**config.mk**
```make
export PLATFORM = sky130hd
export DESIGN_NAME = tracking_frame_sequencer_flat
export DESIGN_NICKNAME = d
export VERILOG_FILES = /design/src/rtl/tracking_pkg.sv /design/src/rtl/tracking_frame_sequencer_if.sv /design/src/rtl/raster_counter.sv /design/src/rtl/tracking_frame_sequencer.sv /design/src/flat_wrapper.sv
export SDC_FILE = /design/constraint.sdc
export NUM_CORES = 1
export LEC_CHECK = 0
export CORE_MARGIN = 2
export CORE_UTILIZATION = 45
export DETAILED_ROUTE_END_ITERATION = 10
export PLACE_DENSITY = 0.84
export SYNTH_ARGS = -nofsm -noshare
export SYNTH_HDL_FRONTEND = slang
export SYNTH_HIERARCHICAL = 1
export SYNTH_SLANG_ARGS = --single-unit
```
**constraint.sdc**
```tcl
create_clock -name clock_50 -period 3.9 [get_ports clock_50]
set_clock_uncertainty 0.2 [all_clocks]
set_input_delay 0.39 -clock clock_50 [delete_from_list [all_inputs] [get_ports clock_50]]
set_output_delay 0.39 -clock clock_50 [all_outputs]
set_load 0.01 [all_outputs]
```
**src/rtl/tracking_pkg.sv**
```systemverilog
// Shared types for the tracking frame sequencer: FSM states, pixel/coordinate types
// and the tracker result record.
package tracking_pkg;

  typedef enum logic [2:0] {
    IDLE      = 3'd0,
    STREAM    = 3'd1,
    WAIT_RES  = 3'd2,
    FRAME_END = 3'd3,
    DONE      = 3'd4
  } state_t;

  typedef logic [23:0] pixel_t;
  typedef logic [11:0] coord_t;

  typedef struct packed {
    coord_t center_x;
    coord_t center_y;
    coord_t width;
    coord_t height;
  } result_t;

endpackage

```
**src/rtl/tracking_frame_sequencer_if.sv**
```systemverilog
// Source FIFO, tracker FIFO/result and latched-result signals of the frame sequencer.
// The master side is the sequencer; the slave side is the surrounding datapath.
interface tracking_frame_sequencer_if #(
  parameter int FRAME_W = 8
);
  import tracking_pkg::*;

  logic               src_empty;
  pixel_t             src_dout;
  logic               src_rd_en;
  logic               trk_full;
  logic               trk_wr_en;
  pixel_t             trk_din;
  logic               trk_valid;
  coord_t             trk_center_x;
  coord_t             trk_center_y;
  coord_t             trk_width;
  coord_t             trk_height;
  logic               res_valid;
  coord_t             res_center_x;
  coord_t             res_center_y;
  coord_t             res_width;
  coord_t             res_height;
  logic [FRAME_W-1:0] res_frame;
  logic               res_timeout;

  modport master (
    input  src_empty, src_dout, trk_full,
    input  trk_valid, trk_center_x, trk_center_y, trk_width, trk_height,
    output src_rd_en, trk_wr_en, trk_din,
    output res_valid, res_center_x, res_center_y, res_width, res_height,
    output res_frame, res_timeout
  );

  modport slave (
    output src_empty, src_dout, trk_full,
    output trk_valid, trk_center_x, trk_center_y, trk_width, trk_height,
    input  src_rd_en, trk_wr_en, trk_din,
    input  res_valid, res_center_x, res_center_y, res_width, res_height,
    input  res_frame, res_timeout
  );

endinterface

```
**src/rtl/raster_counter.sv**
```systemverilog
// Raster position counter: x runs 0..WIDTH-1, then wraps and bumps y (0..HEIGHT-1).
// last flags the advance that completes the final pixel of the frame.
module raster_counter
  import tracking_pkg::*;
#(
  parameter int WIDTH  = 720,
  parameter int HEIGHT = 540
) (
  input  logic   clock_50,
  input  logic   reset,
  input  logic   clear,
  input  logic   advance,
  output coord_t x,
  output coord_t y,
  output logic   last
);

  coord_t x_q, x_d, y_q, y_d;
  logic   x_end, y_end;

  always_comb begin
    x_end = (x_q == coord_t'(WIDTH - 1));
    y_end = (y_q == coord_t'(HEIGHT - 1));
    last  = advance && x_end && y_end;
    x_d   = x_q;
    y_d   = y_q;
    if (clear) begin
      x_d = '0;
      y_d = '0;
    end else if (advance) begin
      if (x_end) begin
        x_d = '0;
        y_d = y_end ? '0 : y_q + coord_t'(1);
      end else begin
        x_d = x_q + coord_t'(1);
      end
    end
  end

  always_ff @(posedge clock_50 or negedge reset) begin
    if (!reset) begin
      x_q <= '0;
      y_q <= '0;
    end else begin
      x_q <= x_d;
      y_q <= y_d;
    end
  end

  assign x = x_q;
  assign y = y_q;

endmodule

```
**src/rtl/tracking_frame_sequencer.sv**
```systemverilog
// Feeds the tracker one raster frame at a time, then waits for its result or a timeout.
//   state     | meaning
//   IDLE      | waiting for start
//   STREAM    | moving pixels source FIFO -> tracker FIFO
//   WAIT_RES  | frame sent; waiting for tracker result or timeout
//   FRAME_END | one cycle: bump frame count, pick next frame or finish
//   DONE      | programmed number of frames completed
module tracking_frame_sequencer
  import tracking_pkg::*;
#(
  parameter int WIDTH   = 720,
  parameter int HEIGHT  = 540,
  parameter int TIMEOUT = 4096,
  parameter int FRAME_W = 8
) (
  input  logic               clock_50,
  input  logic               reset,
  input  logic               start,
  input  logic               abort,
  input  logic [FRAME_W-1:0] num_frames,
  tracking_frame_sequencer_if.master bus,
  output coord_t             pix_x,
  output coord_t             pix_y,
  output logic [FRAME_W-1:0] frame_count,
  output logic               busy,
  output logic               done
);

  localparam int            TW        = (TIMEOUT > 1) ? $clog2(TIMEOUT) : 1;
  localparam logic [TW-1:0] WAIT_LOAD = TW'(TIMEOUT - 1);

  state_t             state_q, state_d;
  logic               launch, xfer, last, capture, expire, wait_tc;
  logic [FRAME_W-1:0] frame_count_q, frame_count_d, frame_inc;
  logic [FRAME_W-1:0] num_frames_q, num_frames_d;
  logic [TW-1:0]      wait_q, wait_d;
  result_t            res_q, res_d;
  logic [FRAME_W-1:0] res_frame_q, res_frame_d;
  logic               res_timeout_q, res_timeout_d;
  logic               res_valid_q, res_valid_d;

  raster_counter #(.WIDTH(WIDTH), .HEIGHT(HEIGHT)) u_raster (
    .clock_50 (clock_50),
    .reset    (reset),
    .clear    (launch),
    .advance  (xfer),
    .x        (pix_x),
    .y        (pix_y),
    .last     (last)
  );

  assign frame_inc = frame_count_q + FRAME_W'(1);

  always_ff @(posedge clock_50 or negedge reset) begin
    if (!reset) state_q <= IDLE;
    else        state_q <= state_d;
  end

  always_comb begin
    state_d = state_q;
    if (abort && state_q != IDLE) begin
      state_d = IDLE;
    end else begin
      case (state_q)
        IDLE, DONE: if (start) state_d = STREAM;
        STREAM:     if (xfer && last) state_d = WAIT_RES;
        WAIT_RES:   if (bus.trk_valid || wait_tc) state_d = FRAME_END;
        FRAME_END:  state_d = (num_frames_q != '0 && frame_inc == num_frames_q) ? DONE : STREAM;
        default:    state_d = IDLE;
      endcase
    end
  end

  // Abort suppresses transfers and result capture in the cycle it is seen.
  always_comb begin
    busy          = (state_q != IDLE) && (state_q != DONE);
    done          = (state_q == DONE);
    launch        = start && !abort && (state_q == IDLE || state_q == DONE);
    xfer          = (state_q == STREAM) && !bus.src_empty && !bus.trk_full && !abort;
    capture       = bus.trk_valid && !abort && (state_q == STREAM || state_q == WAIT_RES);
    wait_tc       = (wait_q == '0);
    expire        = (state_q == WAIT_RES) && wait_tc && !abort;
    bus.src_rd_en = xfer;
    bus.trk_wr_en = xfer;
    bus.trk_din   = xfer ? bus.src_dout : '0;
  end

  always_comb begin
    frame_count_d = frame_count_q;
    num_frames_d  = num_frames_q;
    wait_d        = wait_q;
    res_d         = res_q;
    res_frame_d   = res_frame_q;
    res_timeout_d = res_timeout_q;
    res_valid_d   = 1'b0;
    if (launch) begin
      frame_count_d = '0;
      num_frames_d  = num_frames;
      res_timeout_d = 1'b0;
    end else if (state_q == FRAME_END && !abort) begin
      frame_count_d = frame_inc;
    end
    // Wait timer is a down-counter loaded on the last pixel; zero is terminal count.
    if (xfer && last)                       wait_d = WAIT_LOAD;
    else if (state_q == WAIT_RES && !wait_tc) wait_d = wait_q - TW'(1);
    if (capture) begin
      res_d         = '{center_x: bus.trk_center_x, center_y: bus.trk_center_y,
                        width: bus.trk_width, height: bus.trk_height};
      res_frame_d   = frame_count_q;
      res_timeout_d = 1'b0;
      res_valid_d   = 1'b1;
    end else if (expire) begin
      res_d         = '0;
      res_frame_d   = frame_count_q;
      res_timeout_d = 1'b1;
      res_valid_d   = 1'b1;
    end
  end

  always_ff @(posedge clock_50 or negedge reset) begin
    if (!reset) begin
      frame_count_q <= '0;
      num_frames_q  <= '0;
      wait_q        <= '0;
      res_q         <= '0;
      res_frame_q   <= '0;
      res_timeout_q <= 1'b0;
      res_valid_q   <= 1'b0;
    end else begin
      frame_count_q <= frame_count_d;
      num_frames_q  <= num_frames_d;
      wait_q        <= wait_d;
      res_q         <= res_d;
      res_frame_q   <= res_frame_d;
      res_timeout_q <= res_timeout_d;
      res_valid_q   <= res_valid_d;
    end
  end

  assign frame_count      = frame_count_q;
  assign bus.res_valid    = res_valid_q;
  assign bus.res_center_x = res_q.center_x;
  assign bus.res_center_y = res_q.center_y;
  assign bus.res_width    = res_q.width;
  assign bus.res_height   = res_q.height;
  assign bus.res_frame    = res_frame_q;
  assign bus.res_timeout  = res_timeout_q;

endmodule

```
**src/flat_wrapper.sv**
```systemverilog
// flat-port wrapper written by rule: the top's interface ports become plain ports
module tracking_frame_sequencer_flat import tracking_pkg::*;
#(
  parameter int WIDTH   = 720,
  parameter int HEIGHT  = 540,
  parameter int TIMEOUT = 4096,
  parameter int FRAME_W = 8
)
  (clock_50, reset, start, abort, num_frames, pix_x, pix_y, frame_count, busy, done, bus_src_empty, bus_src_dout, bus_trk_full, bus_trk_valid, bus_trk_center_x, bus_trk_center_y, bus_trk_width, bus_trk_height, bus_src_rd_en, bus_trk_wr_en, bus_trk_din, bus_res_valid, bus_res_center_x, bus_res_center_y, bus_res_width, bus_res_height, bus_res_frame, bus_res_timeout);
  tracking_frame_sequencer_if #(.FRAME_W(FRAME_W)) bus_i ();
  input  logic clock_50;
  input  logic reset;
  input  logic start;
  input  logic abort;
  input  logic [FRAME_W-1:0] num_frames;
  output coord_t pix_x;
  output coord_t pix_y;
  output logic [FRAME_W-1:0] frame_count;
  output logic busy;
  output logic done;
  input wire logic [$bits(bus_i.src_empty)-1:0] bus_src_empty;
  input wire logic [$bits(bus_i.src_dout)-1:0] bus_src_dout;
  input wire logic [$bits(bus_i.trk_full)-1:0] bus_trk_full;
  input wire logic [$bits(bus_i.trk_valid)-1:0] bus_trk_valid;
  input wire logic [$bits(bus_i.trk_center_x)-1:0] bus_trk_center_x;
  input wire logic [$bits(bus_i.trk_center_y)-1:0] bus_trk_center_y;
  input wire logic [$bits(bus_i.trk_width)-1:0] bus_trk_width;
  input wire logic [$bits(bus_i.trk_height)-1:0] bus_trk_height;
  output wire logic [$bits(bus_i.src_rd_en)-1:0] bus_src_rd_en;
  output wire logic [$bits(bus_i.trk_wr_en)-1:0] bus_trk_wr_en;
  output wire logic [$bits(bus_i.trk_din)-1:0] bus_trk_din;
  output wire logic [$bits(bus_i.res_valid)-1:0] bus_res_valid;
  output wire logic [$bits(bus_i.res_center_x)-1:0] bus_res_center_x;
  output wire logic [$bits(bus_i.res_center_y)-1:0] bus_res_center_y;
  output wire logic [$bits(bus_i.res_width)-1:0] bus_res_width;
  output wire logic [$bits(bus_i.res_height)-1:0] bus_res_height;
  output wire logic [$bits(bus_i.res_frame)-1:0] bus_res_frame;
  output wire logic [$bits(bus_i.res_timeout)-1:0] bus_res_timeout;
  assign bus_i.src_empty = bus_src_empty;
  assign bus_i.src_dout = bus_src_dout;
  assign bus_i.trk_full = bus_trk_full;
  assign bus_i.trk_valid = bus_trk_valid;
  assign bus_i.trk_center_x = bus_trk_center_x;
  assign bus_i.trk_center_y = bus_trk_center_y;
  assign bus_i.trk_width = bus_trk_width;
  assign bus_i.trk_height = bus_trk_height;
  assign bus_src_rd_en = bus_i.src_rd_en;
  assign bus_trk_wr_en = bus_i.trk_wr_en;
  assign bus_trk_din = bus_i.trk_din;
  assign bus_res_valid = bus_i.res_valid;
  assign bus_res_center_x = bus_i.res_center_x;
  assign bus_res_center_y = bus_i.res_center_y;
  assign bus_res_width = bus_i.res_width;
  assign bus_res_height = bus_i.res_height;
  assign bus_res_frame = bus_i.res_frame;
  assign bus_res_timeout = bus_i.res_timeout;
  tracking_frame_sequencer #(.WIDTH(WIDTH), .HEIGHT(HEIGHT), .TIMEOUT(TIMEOUT), .FRAME_W(FRAME_W)) u_core (.clock_50(clock_50), .reset(reset), .start(start), .abort(abort), .num_frames(num_frames), .bus(bus_i), .pix_x(pix_x), .pix_y(pix_y), .frame_count(frame_count), .busy(busy), .done(done));
endmodule
```
==> summary.md <==
| Metric | Value |
|---|---|
| Total Power | `4.56 mW` |
| Nets | `789` |
| Port Buffer Count | `204` |
| Initial cell density of the core | `0.459` |
| P&R area growth vs syn | `50.8%` |
| Antenna diodes | `0` |
| Pleak | `3.55 nW` |
| CP Data Arrival Time | `2230 ps` |
| CP Data Required Time | `3310 ps` |
| Type of origin of the critical path | `flop` |
| Routed Wire Length | `15500 um` |
| Unique masters post-synth | `59` |
| Syn Nets | `583` |
| Fin crit share | `0.723` |
| Initial antenna violation count | `0` |
| Die X | `114 um` |
| Min-delay worst type | `flop to flop` |
| Cell Int Power | `3.31 mW` |
| Max Fclk | `355 MHz` |
| CP max FO | `25` |
| Core region area | `11900 um2` |
| Fin. Hold Viols | `0` |
| Buffers & Inverters on Critical Path | `2` |
| Sequential power share | `0.365` |
| Vias per cell | `5.64` |
| TritonCTS clock tree | `built` |
| GPL Wtd Cong | `0.886` |
| Die Footprint | `13000 um2` |
| DIE HEIGHT | `114 um` |
| Status | `finished clean` |
| Clock Pin Slew Worst Setup and Hold Paths | `50 ps` |
| TritonCTS Buffers | `17` |
| Post-synth top area cell | `dfrtp_1` |
| Clk_lat worst skew | `410 ps` |
| Crit end category | `output pin` |
| Final setup vio count | `0` |
| Number of fill cells | `873` |
| Post-route ant nets | `0` |
| Layout cell share with drive strength beyond 1 | `0.107` |
| First-pass GRT wire length | `24300 um` |
| Multi-input gate area | `2460 um2` |
| Seq/Total Area, Yosys | `0.517` |
| IO Pins | `205` |
| Row Count | `40` |
| PD cells | `553 nW/um2` |
| Top cells by area, synth | `dfrtp_1 (52%), a22o_1 (8.0%), and3_1 (3.2%), xnor2_1 (3.2%), nand2_1 (2.7%)` |
| Max Cap Viol | `0` |
| Worst-path cell with the longest stage delay | `clkdlybuf4s50_1` |
| Unrepaired setup endpoints after global routing | `no` |
| Main synth FF type | `dfrtp_1` |
| Hold slack | `295 ps` |
| R2R setup slack | `1100 ps` |
| Gr ovfl total | `0` |
| Max incr delay on CP | `540 ps` |
| Seq. cell area | `2830 um2` |
| Most common cell in the synthesized netlist | `dfrtp_1` |
| Post_cts resized | `0` |
| Max-slew violations | `0` |
| Worst setup margin | `1080 ps` |
| Worst slew pin tran | `1050 ps` |
| TNS Setup | `0 ps` |
| Pre-CTS setup slack | `815 ps` |
| Drt initial violations | `404` |
| Vias | `4824` |
| Slew headroom | `0.300` |
| CP top delay family | `buffers and inverters` |
| Comb pwr share | `0.292` |
| Sw Share | `0.275` |
| Synthesis Warnings | `6` |
| Post-synth EDFFs | `0` |
| CTS root buf | `clkbuf_16` |
| Fin util | `0.692` |
| CTS Sinks | `113` |
| Largest net degree at the start of global routing | `84` |
| DRC | `0` |
| Worst-path cell chain | `nor4b_2 -> buf_4 -> and3_1 -> clkdlybuf4s50_1` |
| Post-Synthesis Cells | `491` |
| VDD IR max | `0.000412 V` |
| Net Switching | `1.25 mW` |
| CTS max path bufs | `2` |
| Synth top cells by count | `dfrtp_1 (113), a22o_1 (50), nand2_1 (40), nor2_1 (29), and3_1 (28)` |
| Gr usage total | `0.238` |
| Crit Path Class | `flop to output pin` |
| Mapped cell area | `5470 um2` |
| Dpl hpwl | `11100 um` |
| Syn Area/Cell | `11.1 um2` |
| Synth top area share | `0.517` |
| Vias in the first global route | `4821` |
| First-pass iteration count of the detailed router | `7` |
| Clk pwr share | `0.343` |
| Crit path time final | `2820 ps` |
| WL per Instance | `18.1 um` |
| Htree depth | `4` |
| Synth async-reset ratio | `1.00` |
| Yosys reg bits | `113` |
## power groups by stage
| stage | combinational (mW) | sequential (mW) | clock [mW] |
|---|---|---|---|
| 6_report | 1.33 | 1.66 | 1.56 |
| 4_1_cts | 1.34 | 1.66 | 1.59 |
| 3_5_place_dp | 1.33 | 1.67 | 0 |
| 3_3_place_gp | 1.30 | 1.66 | 0 |
| 5_1_grt | 1.41 | 1.69 | 1.64 |
| 2_1_floorplan | 0.470 | 1.76 | 0 |
## worst paths after layout
path                                               end                         from  depth (start not counted)
max                                    bus_trk_din[11]            u_core/state_q[1]                          4
min                        u_core/bus.res_center_x[11]  u_core/bus.res_center_x[11]                          1
max reg2reg                          u_core/state_q[0]            u_core/state_q[1]                         11
min reg2reg                u_core/bus.res_center_x[11]  u_core/bus.res_center_x[11]                          1
max in group asynchronous        u_core/frame_count[4]                        reset                          3
min in group asynchronous         u_core/u_raster/y[0]                        reset                          2
## registers in the layout, summed over array words and instances (netlist names), 12 cells and up
signal and cells:
u_core/bus.res_width 12, u_core/u_raster/y 12, u_core/u_raster/x 12, u_core/bus.res_center_y 12, u_core/bus.res_center_x 12, u_core/wait_q 12
u_core/bus.res_height 12
## stage by stage
stage,instances,cell area [um2]
floorplan,491,5470
global placement,824,7630
detailed placement,824,7630
CTS,856,8250
global route,856,8250
finish,856,8250
## placed cells by master, fill, tap and decap left out, types with 15 or more instances in the layout
| master | instances |
|---|---|
| a22o_1 | 50 |
| and3_1 | 28 |
| clkbuf_16 | 17 |
| clkdlybuf4s50_1 | 203 |
| dfrtp_1 | 113 |
| nand2_1 | 40 |
| nor2_1 | 29 |
| o21ai_0 | 21 |
| xnor2_1 | 20 |
| xor2_1 | 15 |
## repair_timing
action                                 4_1_cts  5_1_grt
buffers inserted                             0        0
hold buffers                                 1        0
endpoints found under the hold margin        3        0
## area by class of cell
cell class                 instances  area share
sequential                       113       0.343
multi-input combinational        340       0.298
timing repair buffer             214       0.258
clock buffer                      22      0.0575
tap                              147      0.0223
clock inverter                     9      0.0159
inverter                          11     0.00501
## layer usage
layer | GRT usage | wire [um] | share of wire | vias to the layer above
met4 | 0.101 | 295 | 0.019 | 0
li1 | - | - | - | 2218
met3 | 0.0535 | 843 | 0.054 | 24
met1 | 0.290 | 6210 | 0.40 | 2376
met5 | 0 | 0 | 0 | -
met2 | 0.408 | 8170 | 0.53 | 206
## cell families after synthesis
family | share of synthesized area
xor gates and xnor gates | 0.0561
adders and majority gates | 0.0114
and+or+nand+nor | 0.191
muxes | 0.0421
buffers and inverters | 0.0355
DFF | 0.517
AOI/OAI and AO/OA | 0.147
Note: power is estimated with default switching activity, not from simulation.
